<file path="config.mk">
export PLATFORM = sky130hd
export DESIGN_NAME = ps2_key_decoder
export DESIGN_NICKNAME = d
export VERILOG_FILES = /design/src/rtl/ps2_pkg.sv /design/src/rtl/ps2_key_map.sv /design/src/rtl/ps2_key_decoder.sv
export SDC_FILE = /design/constraint.sdc
export NUM_CORES = 1
export LEC_CHECK = 0
export ABC_AREA = 0
export BUFFER_PORTS_ARGS = -buffer_cell sky130_fd_sc_hd__buf_2
export CAP_MARGIN = 20
export CORE_UTILIZATION = 50
export CTS_CLUSTER_SIZE = 24
export DETAILED_ROUTE_END_ITERATION = 10
export HOLD_SLACK_MARGIN = 0.15
export PLACE_DENSITY = 0.74
export SYNTH_ARGS = -nofsm -noshare
export SYNTH_HDL_FRONTEND = slang
export SYNTH_SLANG_ARGS = --single-unit
</file>
<file path="constraint.sdc">
create_clock -name clock -period 2.8 [get_ports clock]
set_clock_uncertainty 0.2 [all_clocks]
set_input_delay 0.56 -clock clock [delete_from_list [all_inputs] [get_ports clock]]
set_output_delay 0.56 -clock clock [all_outputs]
set_load 0.05 [all_outputs]
</file>
<file path="src/rtl/ps2_pkg.sv">
// Shared scancode constants, FSM encodings and key indices for the PS/2 Set-2 key decoder.
package ps2_pkg;

  localparam logic [7:0] SC_EXT        = 8'hE0;
  localparam logic [7:0] SC_BRK        = 8'hF0;
  localparam logic [7:0] SC_PAUSE      = 8'hE1;
  localparam logic [7:0] SC_FAKE_SHIFT = 8'h12;

  // Game keys; the arrows only count when E0-prefixed.
  localparam logic [7:0] SC_LEFT  = 8'h6B;
  localparam logic [7:0] SC_RIGHT = 8'h74;
  localparam logic [7:0] SC_UP    = 8'h75;
  localparam logic [7:0] SC_DOWN  = 8'h72;
  localparam logic [7:0] SC_SPACE = 8'h29;
  localparam logic [7:0] SC_ENTER = 8'h5A;
  localparam logic [7:0] SC_ESC   = 8'h76;

  // Controller/status bytes that carry no key information.
  localparam int unsigned NUM_IGNORED = 6;
  localparam logic [7:0] IGNORED_BYTES [NUM_IGNORED] = '{
    8'hAA, 8'hFA, 8'hEE, 8'hFE, 8'h00, 8'hFF
  };

  localparam int unsigned NUM_KEYS = 7;

  typedef enum logic [2:0] {
    KEY_LEFT  = 3'd0,
    KEY_RIGHT = 3'd1,
    KEY_UP    = 3'd2,
    KEY_DOWN  = 3'd3,
    KEY_SPACE = 3'd4,
    KEY_ENTER = 3'd5,
    KEY_ESC   = 3'd6
  } key_idx_e;

  localparam logic [2:0] ST_IDLE    = 3'd0;
  localparam logic [2:0] ST_EXT     = 3'd1;
  localparam logic [2:0] ST_BRK     = 3'd2;
  localparam logic [2:0] ST_EXT_BRK = 3'd3;
  localparam logic [2:0] ST_SKIP    = 3'd4;

  // Bytes following E1 in the Pause make sequence.
  localparam logic [2:0] SKIP_PAUSE = 3'd7;

  function automatic logic is_ignored(input logic [7:0] b);
    logic hit;
    hit = 1'b0;
    for (int i = 0; i < NUM_IGNORED; i++) begin
      if (b == IGNORED_BYTES[i]) hit = 1'b1;
    end
    return hit;
  endfunction

endpackage

</file>
<file path="src/rtl/ps2_key_map.sv">
// Maps a completed (ext, code) pair onto the one-hot game-key index.
module ps2_key_map
  import ps2_pkg::*;
(
  input  logic                ext,
  input  logic [7:0]          code,
  output logic [NUM_KEYS-1:0] key_onehot,
  output logic                mapped
);

  always_comb begin
    key_onehot = '0;
    if (ext) begin
      case (code)
        SC_LEFT:  key_onehot[KEY_LEFT]  = 1'b1;
        SC_RIGHT: key_onehot[KEY_RIGHT] = 1'b1;
        SC_UP:    key_onehot[KEY_UP]    = 1'b1;
        SC_DOWN:  key_onehot[KEY_DOWN]  = 1'b1;
        default:  key_onehot = '0;
      endcase
    end else begin
      case (code)
        SC_SPACE: key_onehot[KEY_SPACE] = 1'b1;
        SC_ENTER: key_onehot[KEY_ENTER] = 1'b1;
        SC_ESC:   key_onehot[KEY_ESC]   = 1'b1;
        default:  key_onehot = '0;
      endcase
    end
    mapped = |key_onehot;
  end

endmodule

</file>
<file path="src/rtl/ps2_key_decoder.sv">
// Decodes PS/2 Set-2 byte sequences into make/break pulses and held flags for the game keys.
module ps2_key_decoder
  import ps2_pkg::*;
#(
  parameter int unsigned TIMEOUT_CYCLES = 250000,
  parameter bit          REPEAT_FILTER  = 1'b1
) (
  input  logic       clock,
  input  logic       reset_n,
  input  logic [7:0] dat_in,
  input  logic       dat_ready,
  output logic [7:0] key_code,
  output logic       key_ext,
  output logic       key_make,
  output logic       key_break,
  output logic       seq_error,
  output logic       key_left,
  output logic       key_right,
  output logic       key_up,
  output logic       key_down,
  output logic       key_space,
  output logic       key_enter,
  output logic       key_esc
);

  localparam int unsigned TimerW = (TIMEOUT_CYCLES > 1) ? $clog2(TIMEOUT_CYCLES) : 1;
  localparam logic [TimerW-1:0] TimerLast = TimerW'(TIMEOUT_CYCLES - 1);

  logic [2:0]          state_q, state_d;
  logic [2:0]          skip_q, skip_d;
  logic [TimerW-1:0]   timer_q, timer_d;
  logic [7:0]          key_code_q;
  logic                key_ext_q;
  logic                key_make_q, key_break_q, seq_error_q;
  logic [NUM_KEYS-1:0] flags_q, flags_d;

  logic                ev_valid, ev_make, ev_ext;
  logic                timeout;
  logic                repeat_hit;
  logic                make_pulse;
  logic [NUM_KEYS-1:0] key_onehot;
  logic                mapped;

  // A byte arriving on the expiry cycle takes priority over the timeout.
  assign timeout = (state_q != ST_IDLE) && (timer_q == TimerLast) && !dat_ready;

  always_comb begin
    state_d  = state_q;
    skip_d   = skip_q;
    ev_valid = 1'b0;
    ev_make  = 1'b0;
    ev_ext   = 1'b0;
    if (dat_ready) begin
      case (state_q)
        ST_IDLE: begin
          if (dat_in == SC_EXT) begin
            state_d = ST_EXT;
          end else if (dat_in == SC_BRK) begin
            state_d = ST_BRK;
          end else if (dat_in == SC_PAUSE) begin
            state_d = ST_SKIP;
            skip_d  = SKIP_PAUSE;
          end else if (!is_ignored(dat_in)) begin
            ev_valid = 1'b1;
            ev_make  = 1'b1;
          end
        end
        ST_EXT: begin
          if (dat_in == SC_BRK) begin
            state_d = ST_EXT_BRK;
          end else if (dat_in != SC_EXT) begin
            state_d = ST_IDLE;
            if (dat_in != SC_FAKE_SHIFT) begin
              ev_valid = 1'b1;
              ev_make  = 1'b1;
              ev_ext   = 1'b1;
            end
          end
        end
        ST_BRK: begin
          state_d  = ST_IDLE;
          ev_valid = 1'b1;
        end
        ST_EXT_BRK: begin
          state_d = ST_IDLE;
          if (dat_in != SC_FAKE_SHIFT) begin
            ev_valid = 1'b1;
            ev_ext   = 1'b1;
          end
        end
        ST_SKIP: begin
          if (skip_q <= 3'd1) begin
            state_d = ST_IDLE;
            skip_d  = '0;
          end else begin
            skip_d = skip_q - 3'd1;
          end
        end
        default: begin
          state_d = ST_IDLE;
          skip_d  = '0;
        end
      endcase
    end else if (timeout) begin
      state_d = ST_IDLE;
      skip_d  = '0;
    end
  end

  always_comb begin
    if (dat_ready || timeout || (state_q == ST_IDLE)) begin
      timer_d = '0;
    end else begin
      timer_d = timer_q + 1'b1;
    end
  end

  ps2_key_map u_key_map (
    .ext        (ev_ext),
    .code       (dat_in),
    .key_onehot (key_onehot),
    .mapped     (mapped)
  );

  // Typematic repeats of a key already held are not reported as new makes.
  assign repeat_hit = REPEAT_FILTER && mapped && |(flags_q & key_onehot);
  assign make_pulse = ev_valid && ev_make && !repeat_hit;

  always_comb begin
    flags_d = flags_q;
    if (ev_valid) begin
      if (ev_make) flags_d = flags_q | key_onehot;
      else         flags_d = flags_q & ~key_onehot;
    end
  end

  always_ff @(posedge clock or negedge reset_n) begin
    if (!reset_n) begin
      state_q <= ST_IDLE;
      skip_q  <= '0;
      timer_q <= '0;
    end else begin
      state_q <= state_d;
      skip_q  <= skip_d;
      timer_q <= timer_d;
    end
  end

  always_ff @(posedge clock or negedge reset_n) begin
    if (!reset_n) begin
      key_code_q  <= '0;
      key_ext_q   <= 1'b0;
      key_make_q  <= 1'b0;
      key_break_q <= 1'b0;
      seq_error_q <= 1'b0;
      flags_q     <= '0;
    end else begin
      key_make_q  <= make_pulse;
      key_break_q <= ev_valid && !ev_make;
      seq_error_q <= timeout;
      flags_q     <= flags_d;
      if (ev_valid) begin
        key_code_q <= dat_in;
        key_ext_q  <= ev_ext;
      end
    end
  end

  assign key_code  = key_code_q;
  assign key_ext   = key_ext_q;
  assign key_make  = key_make_q;
  assign key_break = key_break_q;
  assign seq_error = seq_error_q;
  assign key_left  = flags_q[KEY_LEFT];
  assign key_right = flags_q[KEY_RIGHT];
  assign key_up    = flags_q[KEY_UP];
  assign key_down  = flags_q[KEY_DOWN];
  assign key_space = flags_q[KEY_SPACE];
  assign key_enter = flags_q[KEY_ENTER];
  assign key_esc   = flags_q[KEY_ESC];

endmodule

</file>
==> results.rst, run 1 <==
.. list-table::
   :header-rows: 1

   * - Metric
     - Value
   * - Type of the setup path with the least slack
     - flip-flop to flip-flop
   * - FF+latch count, synth
     - 43
   * - Starting utilization of the core area
     - 52.2%
   * - Final critical-path setup slack
     - 0.339 ns
   * - Count of unique library cells instantiated by Yosys
     - 51
   * - Crit path arrival time
     - 2.44 ns
   * - Maximum number of pins on one net before global-route repair
     - 27
   * - Max Clock Freq
     - 0.406 GHz
   * - Synthesis Warnings
     - 0
   * - Synthesized area per cell
     - 10.0 um2
   * - Gate count after technology mapping
     - 246
   * - Part of the total power dissipated in combinational logic
     - 39.2%
   * - Normalized max-slew margin
     - 56.9%
   * - CTS root buffer
     - sky130_fd_sc_hd__clkbuf_8
   * - H-Tree Level Count
     - 2
   * - Tightest Pin Transition
     - 0.642 ns
   * - Switching power
     - 0.788 mW
   * - GRT met2 Usage
     - 37.0%
   * - Final period util
     - 87.9%
   * - PostCTS Resize Cnt
     - 0
   * - Clock-pin slew of the registers on the worst-case setup and hold paths
     - 0.08 ns
   * - Routed WL
     - 5.43 mm
   * - Reg-to-reg setup timing slack
     - 0.34 ns
   * - TritonCTS Buffers
     - 5
   * - Die area
     - 5220 um2
   * - Number of rows created at floorplan
     - 25
   * - Min Hold Slack
     - 0.302 ns
   * - Buffers on Ports
     - 29
   * - Dominant register cell in the synthesized netlist
     - sky130_fd_sc_hd__dfrtp_1
   * - Logic depth of the worst register-to-register path
     - 6
   * - Initial antenna violation count
     - 0
   * - Yosys top cell area share
     - 43.6%
   * - Global-route wire length before repair
     - 9.23 mm
   * - Reg-to-reg critical path startpoint
     - state_q[0]
   * - Worst setup slack before clock tree synthesis
     - 0.0702 ns
   * - Slowest stage cell on the critical path
     - sky130_fd_sc_hd__dfrtp_1
   * - Height of the die
     - 72.2 um
   * - CTS max path bufs
     - 2
   * - Fraction of power spent switching nets
     - 39.4%
   * - Initial detailed-routing violation count
     - 148
   * - Layer with the highest usage after global routing
     - met2
   * - Worst path max stage delay
     - 0.50 ns
   * - Crit path max fanout
     - 10
   * - Worst setup path startpoint
     - state_q[0]
   * - Netlist area before placement
     - 2470 um2
   * - Global routing usage on met3
     - 4.17%
   * - Class of the tightest hold or removal check
     - flip-flop to flip-flop
   * - Static leakage
     - 1.29 nW
   * - Type of origin of the critical path
     - flip-flop
   * - Required time at the worst-slack endpoint
     - 2.78 ns
   * - Buffering stage count on the worst path with inverters included
     - 1
   * - Number of antenna-violating nets in the routed design
     - 0
   * - Internal cell power
     - 1.21 mW
   * - Antenna cell count
     - 0
   * - Fin cells
     - 356
   * - Global route overflow
     - 0
   * - Gp weighted congestion
     - 0.884
   * - CTS tree
     - built
   * - Final Setup Violations
     - 0
   * - Largest cells by area after synthesis
     - sky130_fd_sc_hd__dfrtp_1, sky130_fd_sc_hd__nor2_1, sky130_fd_sc_hd__mux2_4, sky130_fd_sc_hd__xor2_1, sky130_fd_sc_hd__xnor2_1
   * - Run status
     - finished, final reports clean
   * - Worst-path cell chain
     - nor3_1, o41ai_1, o32a_2, buf_4, a211oi_1, mux2_1
   * - Type of element capturing the critical path
     - flip-flop
   * - Cell family with most CP delay
     - compound AO/OA/AOI/OAI gates
   * - Post-Route Setup TNS
     - 0 ns
   * - Count of final hold-check violations
     - 0
   * - Synthesized Nets
     - 260
   * - Boundary pin count
     - 30
   * - Clock network latency to the later pin of the worst-skew pair
     - 0.30 ns
   * - Layout overhead on the synthesized area
     - 16.6%
   * - Post-synth EDFFs
     - 0
   * - DRT Pass-1 Iters
     - 4
   * - Cell Pwr Density
     - 696 nW/um2
   * - DP Wirelength
     - 3.96 mm
   * - Vias in the first global route
     - 2029
   * - Worst path depth
     - 6
   * - Sequential-to-total area share from yosys stat
     - 43.6%
   * - Setup repair after global routing missed its margin
     - false
   * - Clock share of power
     - 21.2%
   * - Share of final-layout standard cells stronger than drive strength 1
     - 24.9%
   * - Sequential cell fraction of total power
     - 39.7%
   * - DRC violations left
     - 0
   * - Sink count of the clock tree
     - 43
   * - Max-capacitance violation count
     - 0
   * - Post-synth top area cell
     - sky130_fd_sc_hd__dfrtp_1
   * - Met1 track demand over resource in global routing
     - 28.7%
   * - Async SR Flop Fraction
     - 100%
   * - GRT Total Usage
     - 22.4%
   * - Max VDD drop
     - 0.309 mV
   * - Time the worst path needs with I/O delays and setup
     - 2.46 ns
   * - Vias per cell
     - 5.60
   * - X dimension of the die
     - 72.2 um
   * - Detail-routed net length per standard cell
     - 15.2 um
   * - Core region area
     - 4720 um2
   * - Number of placed instances with taps included
     - 347
   * - Number of max-slew violations in the final report
     - 0
   * - Vias
     - 1995
   * - Number of nets in the final layout
     - 302
   * - Final Power
     - 2.00 mW
worst min path at each step:
stage / from / to / slack (ns) / depth (start not counted)
6_report: key_ext / key_ext / 0.30 / 1
3_5_place_dp: timer_q[0] / timer_q[0] / 0.29 / 1
4_1_cts: timer_q[0] / timer_q[0] / 0.30 / 1
3_3_place_gp: timer_q[0] / timer_q[0] / 0.28 / 1
2_1_floorplan: reset_n / asynchronous set/reset pin / 0.06 / 0
5_1_grt: timer_q[0] / timer_q[0] / 0.32 / 1
cell type report:
type                       count  area (um2)
clock buffer                   6        82.6
clock inverter                 2        16.3
fill                         398        1850
inverter                       5        18.8
multi-input combinational    187        1310
sequential                    43        1080
tap                           67        83.8
timing repair buffer          46         288
synthesized netlist by cell type, drive strengths merged (5+ instances only):
| cell | count |
|---|---|
| and3 | 9 |
| buf | 7 |
| dfrtp | 43 |
| inv | 5 |
| mux2 | 17 |
| nand2 | 11 |
| nand2b | 6 |
| nand3 | 13 |
| nand4 | 10 |
| nor2 | 36 |
| nor3 | 7 |
| o21ai | 10 |
| xnor2 | 8 |
| xor2 | 9 |
worst reg2reg max path: stages (launching register included):
cell and delay [ns]:
sky130_fd_sc_hd__dfrtp_1 0.50, sky130_fd_sc_hd__nor3_1 0.38, sky130_fd_sc_hd__o41ai_1 0.18, sky130_fd_sc_hd__o32a_2 0.36, sky130_fd_sc_hd__buf_4 0.16, sky130_fd_sc_hd__a211oi_1 0.22
sky130_fd_sc_hd__mux2_1 0.35
cell usage in the layout (no fill, tap or decap), drive strengths merged, types with 4 or more instances in the layout:
master | Yosys | layout
nand2 | 11 | 11
buf | 7 | 45
nor2 | 36 | 36
nor4 | 4 | 4
xnor2 | 8 | 8
nor3 | 7 | 7
nand4 | 10 | 10
mux2 | 17 | 17
clkbuf | 4 | 6
o31ai | 4 | 4
nand3 | 13 | 13
dfrtp | 43 | 43
and3 | 9 | 9
inv | 5 | 5
o21ai | 10 | 10
xor2 | 9 | 9
nand2b | 6 | 6
per-stage QoR:
stage	instance area, um2	utilization [%]
detailed placement	2770	58.6
floorplan	2470	-
global placement	2770	58.6
CTS	2880	60.9
finish	2880	60.9
global route	2880	60.9
timing repair:
action	4_1_cts	5_1_grt
setup buffers	0	0
hold endpoints to repair	17	0
hold buffers	1	0
power groups by stage:
stage               Sequential, mW  Clock (mW)  Combinational, mW
floorplan                     1.03           0              0.347
global placement             0.802           0              0.768
detailed placement           0.808           0              0.785
CTS                          0.796       0.437              0.790
global route                 0.808       0.459              0.843
finish                       0.794       0.424              0.784
cells by family after synthesis:
| family | count (synthesis) | share of synthesized area [%] |
|---|---|---|
| AOI/OAI and AO/OA | 36 | 12.0 |
| xor gates and xnor gates | 17 | 6.04 |
| adders and majority gates | 3 | 1.52 |
| buffers and inverters | 16 | 3.25 |
| DFF | 43 | 43.6 |
| muxes | 18 | 9.39 |
| and+or+nand+nor | 113 | 24.2 |
per-layer routing:
| layer | share of wire [%] | vias to the layer above | wire length [um] |
|---|---|---|---|
| li1 | - | 977 | - |
| met1 | 45 | 946 | 2420 |
| met2 | 48 | 61 | 2610 |
| met3 | 5.4 | 11 | 295 |
| met4 | 1.8 | 0 | 96 |
| met5 | 0 | - | 0 |
(Power assumes the default switching activity.)
==> run 2: changes to the inputs <==
--- a/config.mk
+++ b/config.mk
@@ -13,6 +13,7 @@
 export DETAILED_ROUTE_END_ITERATION = 10
 export HOLD_SLACK_MARGIN = 0.15
 export PLACE_DENSITY = 0.74
+export REMOVE_ABC_BUFFERS = 1
 export SYNTH_ARGS = -nofsm -noshare
 export SYNTH_HDL_FRONTEND = slang
 export SYNTH_SLANG_ARGS = --single-unit
==> results.rst, run 2 (synthesis gave the netlist of run 1 again) <==
.. list-table::
   :header-rows: 1

   * - Metric
     - Value
   * - Most common library cell in the layout ignoring fill and taps
     - sky130_fd_sc_hd__dfrtp_1 (unchanged)
   * - Hold_buf cts
     - 1 (unchanged)
   * - Type of origin of the critical path
     - input port (was flip-flop)
   * - Amount of wire on met3 after detailed routing
     - 261 um (was 295 um)
   * - Final standard cell area without fillers
     - 2880 um2 (unchanged)
   * - Antenna cell count
     - 0 (unchanged)
   * - DP Wirelength
     - 3.84 mm (was 3.96 mm)
   * - Crit path arrival time
     - 2.43 ns (was 2.44 ns)
   * - Max Clock Freq
     - 0.410 GHz (was 0.406 GHz)
   * - Number of rows created at floorplan
     - 25 (unchanged)
   * - Class of the tightest hold or removal check
     - flip-flop to flip-flop (unchanged)
   * - Required time at the worst-slack endpoint
     - 2.79 ns (was 2.78 ns)
   * - Final Setup Violations
     - 0 (unchanged)
   * - Layout overhead on the synthesized area
     - 16.6% (unchanged)
   * - Total setup buffers inserted after CTS
     - 0 (unchanged)
   * - Count of final hold-check violations
     - 0 (unchanged)
   * - Sink count of the clock tree
     - 43 (unchanged)
   * - Number of antenna-violating nets in the routed design
     - 0 (unchanged)
   * - Reg-to-reg critical path startpoint
     - timer_q[8] (was state_q[0])
   * - Normalized max-slew margin
     - 59.1% (was 56.9%)
   * - Clock-pin slew of the registers on the worst-case setup and hold paths
     - 0.08 ns (about the same)
   * - Height of the die
     - 72.2 um (unchanged)
   * - Core region area
     - 4720 um2 (unchanged)
   * - Vias per cell
     - 5.63 (was 5.60)
   * - Routed WL
     - 5.26 mm (was 5.43 mm)
   * - Clock network latency to the later pin of the worst-skew pair
     - 0.30 ns (about the same)
   * - CTS root buffer
     - sky130_fd_sc_hd__clkbuf_8 (unchanged)
   * - GRT Total Usage
     - 22.4% (about the same)
   * - Starting utilization of the core area
     - 52.2% (unchanged)
   * - Core Util, Final
     - 60.9% (unchanged)
   * - Max-capacitance violation count
     - 0 (unchanged)
   * - Logic depth of the worst register-to-register path
     - 5 (was 6)
   * - Static leakage
     - 1.29 nW (about the same)
   * - Vias
     - 2005 (was 1995)
   * - DRT Pass-1 Iters
     - 4 (unchanged)
   * - Met1 Wirelength
     - 2.59 mm (was 2.42 mm)
   * - Die area
     - 5220 um2 (unchanged)
   * - PostCTS Resize Cnt
     - 0 (unchanged)
   * - Detail-routed net length per standard cell
     - 14.8 um (was 15.2 um)
   * - Buffers on Ports
     - 29 (unchanged)
   * - Worst reg2reg path endpoint
     - skip_q[0]
   * - Number of max-slew violations in the final report
     - 0 (unchanged)
   * - Layout filler cell count
     - 386 (was 398)
   * - Cell Pwr Density
     - 691 nW/um2 (was 696 nW/um2)
   * - Crit path max fanout
     - 9 (was 10)
   * - Post-Route Setup TNS
     - 0 ns (unchanged)
   * - Initial antenna violation count
     - 0 (unchanged)
   * - H-Tree Level Count
     - 2 (unchanged)
   * - Max layer used
     - met4 (unchanged)
   * - Boundary pin count
     - 30 (unchanged)
   * - Tightest Pin Transition
     - 0.609 ns (was 0.642 ns)
   * - Worst hold path startpoint
     - timer_q[0] (was key_ext)
   * - DRC violations left
     - 0 (unchanged)
   * - CTS max path bufs
     - 2 (unchanged)
   * - Most frequent cells in the layout
     - sky130_fd_sc_hd__dfrtp_1, sky130_fd_sc_hd__nor2_1, sky130_fd_sc_hd__buf_2 (unchanged)
   * - Time the worst path needs with I/O delays and setup
     - 2.44 ns (was 2.46 ns)
   * - Max VDD drop
     - 0.503 mV (was 0.309 mV)
   * - CTS tree
     - built (unchanged)
   * - Global-route wire length before repair
     - 9.03 mm (was 9.23 mm)
   * - Number of nets in the final layout
     - 302 (unchanged)
   * - Sink of the worst hold path
     - timer_q[0] (was key_ext)
   * - Type of the setup path with the least slack
     - input port to flip-flop (was flip-flop to flip-flop)
   * - Initial detailed-routing violation count
     - 135 (was 148)
   * - Type of element capturing the critical path
     - flip-flop (unchanged)
   * - Maximum number of pins on one net before global-route repair
     - 25 (was 27)
   * - Setup repair after global routing missed its margin
     - false (unchanged)
   * - Share of final-layout standard cells stronger than drive strength 1
     - 24.9% (unchanged)
   * - Gp weighted congestion
     - 0.862 (was 0.884)
   * - Reg-to-reg setup timing slack
     - 0.37 ns (was 0.34 ns)
   * - Placed Instance Area
     - 2770 um2 (unchanged)
   * - Depth of the worst hold-timing path
     - 1 (unchanged)
   * - Run status
     - finished, final reports clean (unchanged)
   * - Final period util
     - 87.0% (was 87.9%)
   * - Global route overflow
     - 0 (unchanged)
   * - TritonCTS Buffers
     - 5 (unchanged)
   * - X dimension of the die
     - 72.2 um (unchanged)
   * - Vias in the first global route
     - 1895 (was 2029)
   * - Routed met2 length
     - 2.33 mm (was 2.61 mm)
==> run 2: cell counts in the layout (fill, tap and decap cells not counted) <==
No cell type changed its count.
==> run 2: cell type report <==
class / instances / area [um2] / share of cell area [%]
Multi-Input combinational cell: 187 / 1310 / 45.6
Sequential cell: 43 / 1080 / 37.4
Timing Repair Buffer: 46 / 288 / 10.0
Clock inverter: 2 / 16.3 / 0.566
Inverter: 5 / 18.8 / 0.653
Tap cell: 67 / 83.8 / 2.92
Clock buffer: 6 / 82.6 / 2.87
==> run 2: worst max path at each step <==
| stage | start | endpoint |
|---|---|---|
| after floorplan | dat_in[0] | key_code[0] |
| after global placement | dat_in[0] | skip_q[1] |
| after detailed placement | dat_in[0] | key_code[3] |
| after CTS | dat_in[0] | key_code[0] |
| after global routing | dat_in[7] | flip-flop |
| final | dat_in[0] | key_code[0] |
==> run 2: worst max-delay path, cell delays in order <==
cell                        delay, ns
sky130_fd_sc_hd__buf_2           0.15
sky130_fd_sc_hd__or4_4           0.56
sky130_fd_sc_hd__a2111oi_4       0.36
sky130_fd_sc_hd__o32a_2          0.21
sky130_fd_sc_hd__a21o_1          0.14
sky130_fd_sc_hd__buf_12          0.14
sky130_fd_sc_hd__mux2_4          0.30
==> run 2: per-layer routing <==
layer  GRT usage, %  up-vias
li1               -      980
met2           33.4       59
met4           9.15        0
met3           4.72        8
met5              0        -
met1           31.8      958
==> run 2: report_power, final <==
part           internal, mW  total, mW  switching [mW]  leakage (nW)
sequential            0.721      0.793          0.0717         0.574
combinational         0.287      0.770           0.483         0.670
clock                 0.201      0.423           0.221        0.0474
total                  1.21       1.99           0.776          1.29
==> run 2: stage by stage <==
stage	hold WS [ns]	cells	setup slack, ns	power (mW)
after floorplan	0.0644	235	0.141	1.35
after global placement	0.272	347	0.0901	1.56
after detailed placement	0.268	347	0.0403	1.58
after CTS	0.287	356	0.368	2.01
after global routing	0.307	356	0.235	2.11
final	0.286	356	0.363	1.99
==> run 3: changes to the inputs <==
--- a/config.mk
+++ b/config.mk
@@ -6,7 +6,7 @@
 export NUM_CORES = 1
 export LEC_CHECK = 0
 export ABC_AREA = 0
-export BUFFER_PORTS_ARGS = -buffer_cell sky130_fd_sc_hd__buf_2
+export BUFFER_PORTS_ARGS = -buffer_cell sky130_fd_sc_hd__buf_4
 export CAP_MARGIN = 20
 export CORE_UTILIZATION = 50
 export CTS_CLUSTER_SIZE = 24
==> results.rst, run 3 (synthesis gave the netlist of run 1 again) <==
.. list-table::
   :header-rows: 1

   * - Metric
     - Value
   * - Run status
     - finished, final reports clean (unchanged)
   * - Number of rows created at floorplan
     - 25 (unchanged)
   * - Worst setup path startpoint
     - state_q[2] (was dat_in[0])
   * - DP Wirelength
     - 3.73 mm (was 3.84 mm)
   * - Sink count of the clock tree
     - 43 (unchanged)
   * - Share of final-layout standard cells stronger than drive strength 1
     - 23.6% (was 24.9%)
   * - Initial antenna violation count
     - 0 (unchanged)
   * - Type of origin of the critical path
     - flip-flop (was input port)
   * - Height of the die
     - 72.2 um (unchanged)
   * - Tightest Pin Transition
     - 0.599 ns (was 0.609 ns)
   * - Static leakage
     - 1.29 nW (about the same)
   * - Footprint of the flip-flops and latches
     - 1080 um2 (unchanged)
   * - CTS root buffer
     - sky130_fd_sc_hd__clkbuf_8 (unchanged)
   * - Type of element capturing the critical path
     - flip-flop (unchanged)
   * - Final period util
     - 86.0% (was 87.0%)
   * - Initial detailed-routing violation count
     - 132 (was 135)
   * - Number of placed instances with taps included
     - 343 (was 347)
   * - Final Setup Violations
     - 0 (unchanged)
   * - DRT Pass-1 Iters
     - 4 (unchanged)
   * - Buffers on Ports
     - 29 (unchanged)
   * - Normalized max-slew margin
     - 59.5% (was 59.1%)
   * - Post-Route Setup TNS
     - 0 ns (unchanged)
   * - Number of nets in the final layout
     - 298 (was 302)
   * - Worst setup slack before clock tree synthesis
     - 0.0959 ns (was 0.0403 ns)
   * - Max VDD drop
     - 0.436 mV (was 0.503 mV)
   * - Number of antenna-violating nets in the routed design
     - 0 (unchanged)
   * - Reg-to-reg critical path startpoint
     - state_q[2] (was timer_q[8])
   * - CTS tree
     - built (unchanged)
   * - Placed Instance Area
     - 2810 um2 (was 2770 um2)
   * - Crit path max fanout
     - 8 (was 9)
   * - Required time at the worst-slack endpoint
     - 2.84 ns (was 2.79 ns)
   * - H-Tree Level Count
     - 2 (unchanged)
   * - X dimension of the die
     - 72.2 um (unchanged)
   * - Antenna cell count
     - 0 (unchanged)
   * - CTS max path bufs
     - 2 (unchanged)
   * - Clock-pin slew of the registers on the worst-case setup and hold paths
     - 0.08 ns (about the same)
   * - Time the worst path needs with I/O delays and setup
     - 2.41 ns (was 2.44 ns)
   * - Count of final hold-check violations
     - 0 (unchanged)
   * - Layout filler cell count
     - 407 (was 386)
   * - Number of max-slew violations in the final report
     - 0 (unchanged)
   * - Reg-to-reg setup timing slack
     - 0.39 ns (was 0.37 ns)
   * - Fin cells
     - 351 (was 356)
   * - GRT Total Usage
     - 21.8% (was 22.4%)
   * - Max Clock Freq
     - 0.415 GHz (was 0.410 GHz)
   * - Gp weighted congestion
     - 0.822 (was 0.862)
   * - Boundary pin count
     - 30 (unchanged)
   * - DRC violations left
     - 0 (unchanged)
   * - Type of the setup path with the least slack
     - flip-flop to flip-flop (was input port to flip-flop)
   * - Max-capacitance violation count
     - 0 (unchanged)
   * - Layout overhead on the synthesized area
     - 18.6% (was 16.6%)
   * - Clock network latency to the later pin of the worst-skew pair
     - 0.30 ns (about the same)
   * - PostCTS Resize Cnt
     - 0 (unchanged)
   * - Min Hold Slack
     - 0.282 ns (was 0.286 ns)
   * - Vias
     - 1976 (was 2005)
   * - Vias in the first global route
     - 1805 (was 1895)
   * - Routed WL
     - 5.25 mm (was 5.26 mm)
   * - Setup repair after global routing missed its margin
     - false (unchanged)
   * - Core region area
     - 4720 um2 (unchanged)
   * - Most common library cell in the layout ignoring fill and taps
     - sky130_fd_sc_hd__dfrtp_1 (unchanged)
   * - Final critical-path setup slack
     - 0.392 ns (was 0.363 ns)
   * - Logic depth of the worst register-to-register path
     - 6 (was 5)
   * - Cell Pwr Density
     - 715 nW/um2 (was 691 nW/um2)
   * - Crit path arrival time
     - 2.45 ns (was 2.43 ns)
   * - Final standard cell area without fillers
     - 2930 um2 (was 2880 um2)
   * - Combined area of the multi-input logic cells
     - 1310 um2 (unchanged)
   * - Global route overflow
     - 0 (unchanged)
   * - Global-route wire length before repair
     - 8.75 mm (was 9.03 mm)
   * - Starting utilization of the core area
     - 52.2% (unchanged)
   * - Maximum number of pins on one net before global-route repair
     - 44 (was 25)
   * - Class of the tightest hold or removal check
     - input port to flip-flop (was flip-flop to flip-flop)
   * - Most frequent cells in the layout
     - sky130_fd_sc_hd__dfrtp_1, sky130_fd_sc_hd__buf_4, sky130_fd_sc_hd__nor2_1 (was sky130_fd_sc_hd__dfrtp_1, sky130_fd_sc_hd__nor2_1, sky130_fd_sc_hd__buf_2)
   * - Die area
     - 5220 um2 (unchanged)
   * - Detail-routed net length per standard cell
     - 15.0 um (was 14.8 um)
   * - Total setup buffers inserted after CTS
     - 0 (unchanged)
   * - Vias per cell
     - 5.63 (about the same)
   * - TritonCTS Buffers
     - 5 (unchanged)
## run 3: cell count changes in the layout (fill, tap and decap cells not counted)
cell	previous run	this run
sky130_fd_sc_hd__clkinv_4	1	0
sky130_fd_sc_hd__clkbuf_8	6	5
sky130_fd_sc_hd__buf_2	29	0
sky130_fd_sc_hd__buf_4	15	40
sky130_fd_sc_hd__bufinv_16	0	1
## run 3: per-stage QoR
stage / total power, mW / utilization (%)
floorplan: 1.35 / -
global placement: 1.61 / 59.5
detailed placement: 1.62 / 59.5
CTS: 2.10 / 61.9
global route: 2.20 / 61.9
finish: 2.09 / 61.9
## run 3: routing by layer
metal	vias up	global-route usage (%)	wire, um
li1	967	-	-
met1	961	32.1	2700
met2	44	32.1	2290
met3	4	5.00	220
met4	0	6.10	42
met5	-	0	0
## run 3: area by class of cell
cell class                      count  share of cell area [%]
Clock inverter                      2                    1.28
Multi-Input combinational cell    187                    44.8
Tap cell                           67                    2.87
Inverter                            5                   0.642
Clock buffer                        5                    2.35
Sequential cell                    43                    36.8
Timing Repair Buffer               42                    11.3
## run 3: timing repair
item / in CTS / in global routing
endpoints found under the hold margin: 43 / 0
hold buffers: 1 / 0
setup endpoints to repair: 0 / 0
## run 3: worst min path at each step
stage / startpoint / end / slack, ns / cells after the start
floorplan: reset_n / asynchronous set/reset pin / 0.06 / 0
global placement: timer_q[0] / timer_q[0] / 0.28 / 1
detailed placement: key_ext / key_ext / 0.28 / 1
CTS: dat_ready / seq_error / 0.27 / 2
global route: dat_ready / seq_error / 0.27 / 2
finish: dat_ready / seq_error / 0.28 / 2
## run 3: worst max-delay path, stage by stage (launching register included)
cell and delay [ns]:
sky130_fd_sc_hd__dfrtp_1 0.47, sky130_fd_sc_hd__nor3_1 0.38, sky130_fd_sc_hd__o41ai_1 0.15, sky130_fd_sc_hd__o32a_2 0.35
sky130_fd_sc_hd__buf_4 0.15, sky130_fd_sc_hd__nor2_1 0.41, sky130_fd_sc_hd__mux2_2 0.25
## run 3: power breakdown
part           switching (mW)  internal, mW
Sequential             0.0796         0.721
Clock                   0.217         0.261
Combinational           0.487         0.327
Total                   0.783          1.31
